### src/rtl/irq_ctrl.sv
// irq_ctrl: parametrised interrupt controller on the picoRV32 iomem bus.
// Each channel has enable, level/edge mode, polarity and a pending bit.
// The pending bit is write-1-to-clear and is also cleared by a CLAIM read;
// both clears affect edge-mode channels only. irq_out is the OR of
// PENDING & ENABLE.
module irq_ctrl #(
  parameter int          NUM_IRQ     = 8,
  parameter logic [31:0] BASE_ADDR   = 32'h0300_0000,
  parameter int          SYNC_STAGES = 2
) (
  input  logic               clk,
  input  logic               reset,
  input  logic               iomem_valid,
  output logic               iomem_ready,
  input  logic [3:0]         iomem_wstrb,
  input  logic [31:0]        iomem_addr,
  input  logic [31:0]        iomem_wdata,
  output logic [31:0]        iomem_rdata,
  input  logic [NUM_IRQ-1:0] irq_in,
  output logic               irq_out
);

  // Channel state is held 32 bits wide. Bits at or above NUM_IRQ are forced
  // to zero by CH_MASK, so they read as 0 and ignore writes.
  localparam logic [31:0] CH_MASK =
    (NUM_IRQ >= 32) ? 32'hFFFF_FFFF : ((32'd1 << NUM_IRQ) - 32'd1);

  logic [31:0] r_en, r_mode, r_pol, r_pend, r_p;
  logic [SYNC_STAGES-1:0][31:0] r_sync;
  logic        r_ready;
  logic [31:0] r_rdata;

  logic [31:0] w_in, w_s, w_x, w_edge, w_clr, w_pend_nxt, w_act;
  logic [31:0] w_bmask, w_wmask, w_wdm, w_pol_nxt, w_claim_oh, w_rd_val;
  logic        w_hit, w_acc, w_wr, w_rd;
  logic        w_wr_en, w_wr_mode, w_wr_pol, w_wr_pend, w_claim_rd;
  logic        w_cl_vld;
  logic [4:0]  w_cl_idx;

  // Bus decode: a request is accepted only when it falls in the window and
  // no acknowledge is currently showing, which gives one transfer per 2 cycles.
  always_comb begin
    w_hit      = iomem_valid && (iomem_addr[31:8] == BASE_ADDR[31:8]);
    w_acc      = w_hit && !r_ready;
    w_wr       = w_acc && (iomem_wstrb != 4'h0);
    w_rd       = w_acc && (iomem_wstrb == 4'h0);
    w_bmask    = {{8{iomem_wstrb[3]}}, {8{iomem_wstrb[2]}},
                  {8{iomem_wstrb[1]}}, {8{iomem_wstrb[0]}}};
    w_wmask    = w_bmask & CH_MASK;
    w_wdm      = iomem_wdata & w_wmask;
    w_wr_en    = w_wr && (iomem_addr[7:0] == 8'h00);
    w_wr_mode  = w_wr && (iomem_addr[7:0] == 8'h04);
    w_wr_pol   = w_wr && (iomem_addr[7:0] == 8'h08);
    w_wr_pend  = w_wr && (iomem_addr[7:0] == 8'h0C);
    w_claim_rd = w_rd && (iomem_addr[7:0] == 8'h14);
  end

  // Claim arbitration: the lowest-index active channel wins.
  always_comb begin
    w_act    = r_pend & r_en;
    w_cl_vld = 1'b0;
    w_cl_idx = 5'd0;
    for (int i = NUM_IRQ - 1; i >= 0; i--) begin
      if (w_act[i]) begin
        w_cl_vld = 1'b1;
        w_cl_idx = i[4:0];
      end
    end
    w_claim_oh = w_cl_vld ? (32'd1 << w_cl_idx) : 32'd0;
  end

  // Per-channel datapath. During a POLARITY write edge detection is masked,
  // and p is reloaded with the new polarity so the flip is not seen as an
  // edge on the following cycle. Set beats clear on the same cycle.
  always_comb begin
    w_in                = '0;
    w_in[NUM_IRQ-1:0]   = irq_in;
    w_s                 = r_sync[SYNC_STAGES-1];
    w_x                 = w_s ^ r_pol;
    w_pol_nxt           = w_wr_pol ? ((r_pol & ~w_wmask) | w_wdm) : r_pol;
    w_edge              = w_x & ~r_p & {32{~w_wr_pol}};
    w_clr               = ((w_wr_pend ? w_wdm : 32'd0) |
                           (w_claim_rd ? w_claim_oh : 32'd0)) & r_mode;
    w_pend_nxt          = (~r_mode & w_x) |
                          (r_mode & (w_edge | (r_pend & ~w_clr)));
  end

  // Read mux, sampled into r_rdata on acceptance.
  always_comb begin
    w_rd_val = 32'd0;
    case (iomem_addr[7:0])
      8'h00:   w_rd_val = r_en;
      8'h04:   w_rd_val = r_mode;
      8'h08:   w_rd_val = r_pol;
      8'h0C:   w_rd_val = r_pend;
      8'h10:   w_rd_val = w_act;
      8'h14:   w_rd_val = {w_cl_vld, 26'd0, w_cl_idx};
      8'h18:   w_rd_val = w_s;
      default: w_rd_val = 32'd0;
    endcase
  end

  // Input synchronisers, edge-detect history and pending bits.
  always_ff @(posedge clk) begin
    if (reset) begin
      r_sync <= '0;
      r_p    <= '0;
      r_pend <= '0;
    end else begin
      r_sync <= {r_sync[SYNC_STAGES-2:0], w_in};
      r_p    <= w_wr_pol ? (w_s ^ w_pol_nxt) : w_x;
      r_pend <= w_pend_nxt & CH_MASK;
    end
  end

  // Configuration registers with per-byte write strobes.
  always_ff @(posedge clk) begin
    if (reset) begin
      r_en   <= '0;
      r_mode <= '0;
      r_pol  <= '0;
    end else begin
      if (w_wr_en)   r_en   <= (r_en & ~w_wmask) | w_wdm;
      if (w_wr_mode) r_mode <= (r_mode & ~w_wmask) | w_wdm;
      r_pol <= w_pol_nxt;
    end
  end

  // One-cycle acknowledge; read data is zero whenever ready is low.
  always_ff @(posedge clk) begin
    if (reset) begin
      r_ready <= 1'b0;
      r_rdata <= '0;
    end else begin
      r_ready <= w_acc;
      r_rdata <= w_acc ? w_rd_val : 32'd0;
    end
  end

  assign iomem_ready = r_ready;
  assign iomem_rdata = r_rdata;
  assign irq_out     = |w_act;

endmodule

### config.mk
export PLATFORM = sky130hd
export DESIGN_NAME = irq_ctrl
export DESIGN_NICKNAME = d
export VERILOG_FILES = /design/src/rtl/irq_ctrl.sv
export SDC_FILE = /design/constraint.sdc
export NUM_CORES = 1
export LEC_CHECK = 0
export BUFFER_PORTS_ARGS = -buffer_cell sky130_fd_sc_hd__buf_2
export CORE_ASPECT_RATIO = 1.2
export CORE_MARGIN = 2
export CORE_UTILIZATION = 25
export DETAILED_ROUTE_END_ITERATION = 7
export GPL_TIMING_DRIVEN = 0
export HOLD_SLACK_MARGIN = 0.12
export PLACE_DENSITY = 0.56
export SETUP_SLACK_MARGIN = 0.15
export SYNTH_ARGS = -nofsm -noshare
export SYNTH_HDL_FRONTEND = slang
export SYNTH_SLANG_ARGS = --single-unit
export TNS_END_PERCENT = 1
### constraint.sdc
create_clock -name clk -period 2.2 [get_ports clk]
set_input_delay 0 -clock clk [delete_from_list [all_inputs] [get_ports clk]]
set_output_delay 0 -clock clk [all_outputs]
set_load 0.01 [all_outputs]
Word level (Yosys, flattened, before mapping) --
Cells that the tools add are included.
Cells by class: bitwise gates (word level) 25, equal/unequal tests 7, multiplexer cells 22, reductions and logical operators 15, shift-type cells 1, add/sub/neg operators 0, magnitude comparators 0, multiply operators 0, divide/modulo/power cells 0
Operators by type and width (number):
- $pmux W32 S7 | 1
- $and A32 B32 Y32 | 3
- $or A32 B32 Y32 | 3
- $and A8 B8 Y8 | 6
- $mux W5 | 7
- $and A32 B8 Y32 | 1
- $and A8 B32 Y32 | 1
- $mux W32 | 1
- $mux W8 | 4
- $not A8 Y32 | 1
- $reduce_or A32 Y1 | 1
- $eq A24 B18 Y1 const B | 1
- $eq A8 B5 Y1 const B | 3
- $not A8 Y8 | 3
- $or A8 B8 Y8 | 3
- $eq A8 B4 Y1 const B | 2
- $xor A8 B8 Y8 | 2
- $logic_and A1 B1 Y1 | 9
- $eq A8 B3 Y1 const B | 1
- $logic_not A8 Y1 | 1
- $mux W1 | 8
- $shl A1 B5 Y8 const A | 1
- $logic_not A4 Y1 | 1
- $reduce_bool A4 Y1 | 1
- other kinds (4) | 5
Storage, ports and cells: register bits after elaboration 209, output and inout bits 34, input port bits 79, memory bits (writable) 0, bits in read-only memories 0, bits in latches 0, memories kept 0

Logic depth before layout (Yosys ltp) --
depth in word-level cells 19, depth in mapped cells 7, depth with buffers taken out 5

Least setup slack after synthesis --
Ideal clock, no wire load.
kind register to register, start point reg r_ready, in the netlist iomem_ready, end point reg r_pend[0], setup time 127 ps, slack 421 ps, buffers on the path 1, cell stages (with the launch flop) 7, data required time 2073 ps, data arrival time 1652 ps, cell sequence dfxtp_1 nor4_1 and4_1 clkbuf_1 a41o_1 nor3_1 or3_1
On the way: cells in the longest elaborated chain, start to end 12, elaborated cells on any way between the ends 18, those cells by class 2 x mux; 9 x bitwise; 7 x reduce/logical
RTL lines:
- start: declaration | RTL line 30 | logic r_ready;
- start signal: assignment | RTL line 135 | r_ready <= w_acc;
- $logic_not A1 Y1 (*) | RTL line 44 | w_acc = w_hit && !r_ready;
- $logic_and A1 B1 Y1 (*) | RTL line 44
- $logic_and A1 B1 Y1, on equally long branches | RTL line 45, 46
- $logic_and A1 B1 Y1, on equally long branches | RTL line 54, 55
- $mux W8, on equally long branches | RTL line 82, 83
- $or A8 B8 Y8 | RTL line 82 | w_clr = ((w_wr_pend ? w_wdm : 32'd0) |
- $and A8 B8 Y8 | RTL line 83 | (w_claim_rd ? w_claim_oh : 32'd0)) & r_mode;
- $not A8 Y8 | RTL line 85 | (r_mode & (w_edge | (r_pend & ~w_clr)));
- $and A8 B8 Y8 | RTL line 85
- $or A8 B8 Y8 (*) | RTL line 85
- $and A8 B8 Y8 (*) | RTL line 85
- $or A8 B8 Y8 (*) | RTL line 84 | w_pend_nxt = (~r_mode & w_x) |
- end signal: assignment | RTL line 112 | r_pend <= w_pend_nxt & CH_MASK;
- end: declaration | RTL line 28 | logic [31:0] r_en, r_mode, r_pol, r_pend, r_p;
Mark *: on every way between the ends. The rest lies on a longest branch, timed or not. A chain may end at the register's enable or synchronous reset.

Worst setup path after layout --
start point in iomem_addr[5], end point reg r_pend[0]
On the way: cells in the longest elaborated chain, start to end 10, elaborated cells on any way between the ends 17, those cells by class 3 x eq/ne; 2 x mux; 9 x bitwise; 3 x reduce/logical
RTL lines:
- start: declaration | RTL line 16 | input logic [31:0] iomem_addr,
- $eq A8 B4 Y1 or $eq A8 B5 Y1 (tied branches) | RTL line 54, 55
- $logic_and A1 B1 Y1, on equally long branches | RTL line 54, 55
- $mux W8, on equally long branches | RTL line 82, 83
- $or A8 B8 Y8 | RTL line 82
- $and A8 B8 Y8 | RTL line 83
- $not A8 Y8 | RTL line 85
- $and A8 B8 Y8 | RTL line 85
- $or A8 B8 Y8 (*) | RTL line 85
- $and A8 B8 Y8 (*) | RTL line 85
- $or A8 B8 Y8 (*) | RTL line 84
Marks and branches as above.

==> metrics <==
storage element area 1320 µm²; CTS buffer count 9; maximum clock frequency 508 MHz; DR DRC count 0; Int Pwr 2.18 mW; Vias 3,427; Post-Synthesis Cells 410; flops & latches, synth 66; setup ws final between 0.2 and 0.25 ns; unique cell type count in the Yosys netlist 53; asr flop ratio synth 0; Hold Path Sink iomem_rdata[31]$_SDFF_PP0_; full die area between 15,000 and 20,000 µm²; core area 14,400 µm²; combinational share of power 0.095; first-iteration detailed-routing DRC count approximately 180; HP Class in -> reg; cell area after layout 4760 µm²; layout cells sized above 1 0.250; Rel. slew slack 0.468; # rows 48; ANT nets after route 0; final setup violation count 0; Avg WL per Cell between 15 and 20 µm; IO Pins 113; Final #Nets 603; RSZ-0062 raised after global routing yes; Clock Tree Buf Depth 2; Clock Sink Count 66; pwr dens 605 nW/µm²; Die Wd about 110 µm; mean post-synth cell area 8.97 µm²; # fillers 1,493; Final Hold Viols 0; Yosys top cell by area dfxtp_1; largest net degree at the start of global routing 12; gr usage total 0.143; Layout Skew ~0.0075 ns; area share of the largest cell type after synthesis 0.359; Leak 2.21 nW; n_diodes 0; number of synthesized flops with an enable pin 0; initial antenna violation count 0; Max FO, Critical Path 8; Clk pwr share 0.473; Slew @ Worst Pin 0.791 ns; Clock Root Buffer clkbuf_16; Initial Util 0.256; Critical Path RT ~2.4 ns; R2R Path Start iomem_ready$_SDFF_PP0_; total wire length 11,000 µm; Register-to-Register Path Depth 6; pre-CTS WS -0.258 ns; status finished clean; number of global-route vias before repair 3,336; hold path start iomem_addr[7]; Post-DP Area 4300 µm²; synth warn 0; WHS Path Cells 4; synthesized cell area 3680 µm²; CTS tree yes; final global-route overflow total 0; # port buffers 64; Worst EP arrival 2.19 ns; synth cell count leaders 66 x dfxtp_1, 35 x nor2_1, 26 x mux2i_1, 24 x buf_4; internal reg-to-reg setup slack 0.23 ns; Slew Viols, Final 0; Final min period between 1.5 and 2 ns; fin crit share 0.895; die height 137 µm; most frequent cell after synthesis dfxtp_1; gpl congestion between 0.8 and 0.9; FF-to-FF End r_pol[6]$_SDFF_PP0_; Clk Latency, worst-skew pair 0.34 ns; first-pass GRT wire length ~17,000 µm; Non-Filler Instances 704; ranking of synthesized cells by area dfxtp_1 36%, mux2i_1 7.1%, buf_4 4.9%; sequential fraction of design power 0.432; placed cells 671; HPWL Detailed roughly 8000 µm; Pre-Repair DR Iteration Count 4; Main synth FF type dfxtp_1; H-tree levels 3; critical path class in -> reg; post-CTS setup buffer count 0; Vias per Instance 4.87; Worst VDD drop approximately 310 µV; Max-Cap Viols 0; Clk pin slew, worst setup/hold paths roughly 0.06 ns; sw frac 0.244; Layout area overhead 29.5%; sequential share of the synthesized area 0.359; critical path capture point type register; Switching Power 703 µW; critical path launch point type input port; Multi-input gate area 2160 µm²
what timing repair did:
action,in CTS,in global routing
setup endpoints to repair,25,43
resized for setup,2,4
pin swaps,0,0
endpoints found under the hold margin,48,0
hold buffers,17,0
area by class of cell:
class | instances | share of cell area
flip-flops and latches | 66 | 0.277
inverters | 1 | 0.000788
well taps | 175 | 0.0460
repair buffers | 81 | 0.103
multi-input cells | 320 | 0.455
plain buffers | 45 | 0.0589
clock buffers | 12 | 0.0539
clock inverters | 4 | 0.00552
cell families after synthesis:
logic type | Yosys count | synth area share
AO/OA/AOI/OAI | 74 | 0.151
XOR/XNOR | 5 | 0.0119
buffers and inverters | 46 | 0.0762
flip-flops | 66 | 0.359
multiplexers | 33 | 0.0922
other | 1 | 0.00102
AND/OR/NAND/NOR | 185 | 0.308
power by group through the flow:
| stage | clock (mW) | combinational (mW) | sequential (mW) |
|---|---|---|---|
| floorplan | 0 | 0.154 | 1.26 |
| global placement | 0 | 0.244 | 1.27 |
| detailed placement | 0 | 0.250 | 1.27 |
| CTS | 1.40 | 0.275 | 1.24 |
| global route | 1.44 | 0.304 | 1.25 |
| finish | 1.36 | 0.275 | 1.24 |
worst max-delay path, stage by stage:
cell,delay (ns)
buf_2,0.11
or4_4,0.52
buf_6,0.16
nor3_4,0.34
nor3b_4,0.59
a221oi_2,0.14
or3_1,0.31
metrics by stage:
stage	hold WS, ns	utilization	TNS, ns	total power [mW]
finish	0.150	0.332	0	2.88
global placement	0.218	0.299	-4.52	1.51
global route	0.216	0.332	0	2.99
detailed placement	0.217	0.299	-4.29	1.52
floorplan	0.128	-	0	1.42
CTS	0.123	0.331	0	2.92
metal layers:
metal | GRT usage | vias to the layer above | wire length [µm]
li1 | - | 1674 | -
met1 | 0.177 | 1593 | 4800
met2 | 0.234 | 139 | 5060
met3 | 0.0328 | 21 | 878
met4 | 0.0736 | 0 | 308
met5 | 0 | - | 0
cells in the final DEF (no fill, tap or decap), types with 3 or more instances in the layout:
master | synthesis | routed
a211o_1 | 15 | 15
a211oi_1 | 3 | 3
a21o_1 | 8 | 8
a21oi_1 | 10 | 10
a221oi_1 | 5 | 5
a22o_1 | 6 | 6
a31oi_1 | 3 | 3
a32o_1 | 3 | 3
and3_1 | 5 | 5
buf_2 | 2 | 66
buf_4 | 24 | 24
clkbuf_1 | 14 | 13
clkbuf_16 | 0 | 9
clkbuf_2 | 0 | 3
conb_1 | 1 | 23
dfxtp_1 | 66 | 66
dlygate4sd3_1 | 0 | 17
mux2_2 | 7 | 7
mux2i_1 | 26 | 26
nand2_1 | 22 | 22
nand2b_1 | 21 | 21
nand3_1 | 8 | 8
nand3b_1 | 5 | 5
nand4_1 | 4 | 4
nor2_1 | 35 | 35
nor2b_1 | 22 | 22
nor3_1 | 14 | 14
nor3b_1 | 20 | 20
nor3b_4 | 3 | 3
nor4_1 | 4 | 3
o21ai_0 | 4 | 4
o21ai_1 | 8 | 8
or3_1 | 5 | 5
xnor2_1 | 5 | 5
worst max path at each step:
stage / startpoint / endpoint / slack (ns) / cells past startpoint
after floorplan: iomem_ready$_SDFF_PP0_ / r_pend[0]$_SDFF_PP0_ / 0.42 / 6
after global placement: reset / iomem_ready$_SDFF_PP0_ / -0.23 / 6
after detailed placement: iomem_addr[2] / register / -0.26 / 7
after CTS: iomem_addr[2] / register / 0.1 / 7
after global routing: iomem_ready$_SDFF_PP0_ / iomem_rdata[31]$_SDFF_PP0_ / 0.05 / 7
final: iomem_addr[5] / r_pend[0]$_SDFF_PP0_ / 0.23 / 7
No activity file was read; power rests on OpenSTA's default activity.
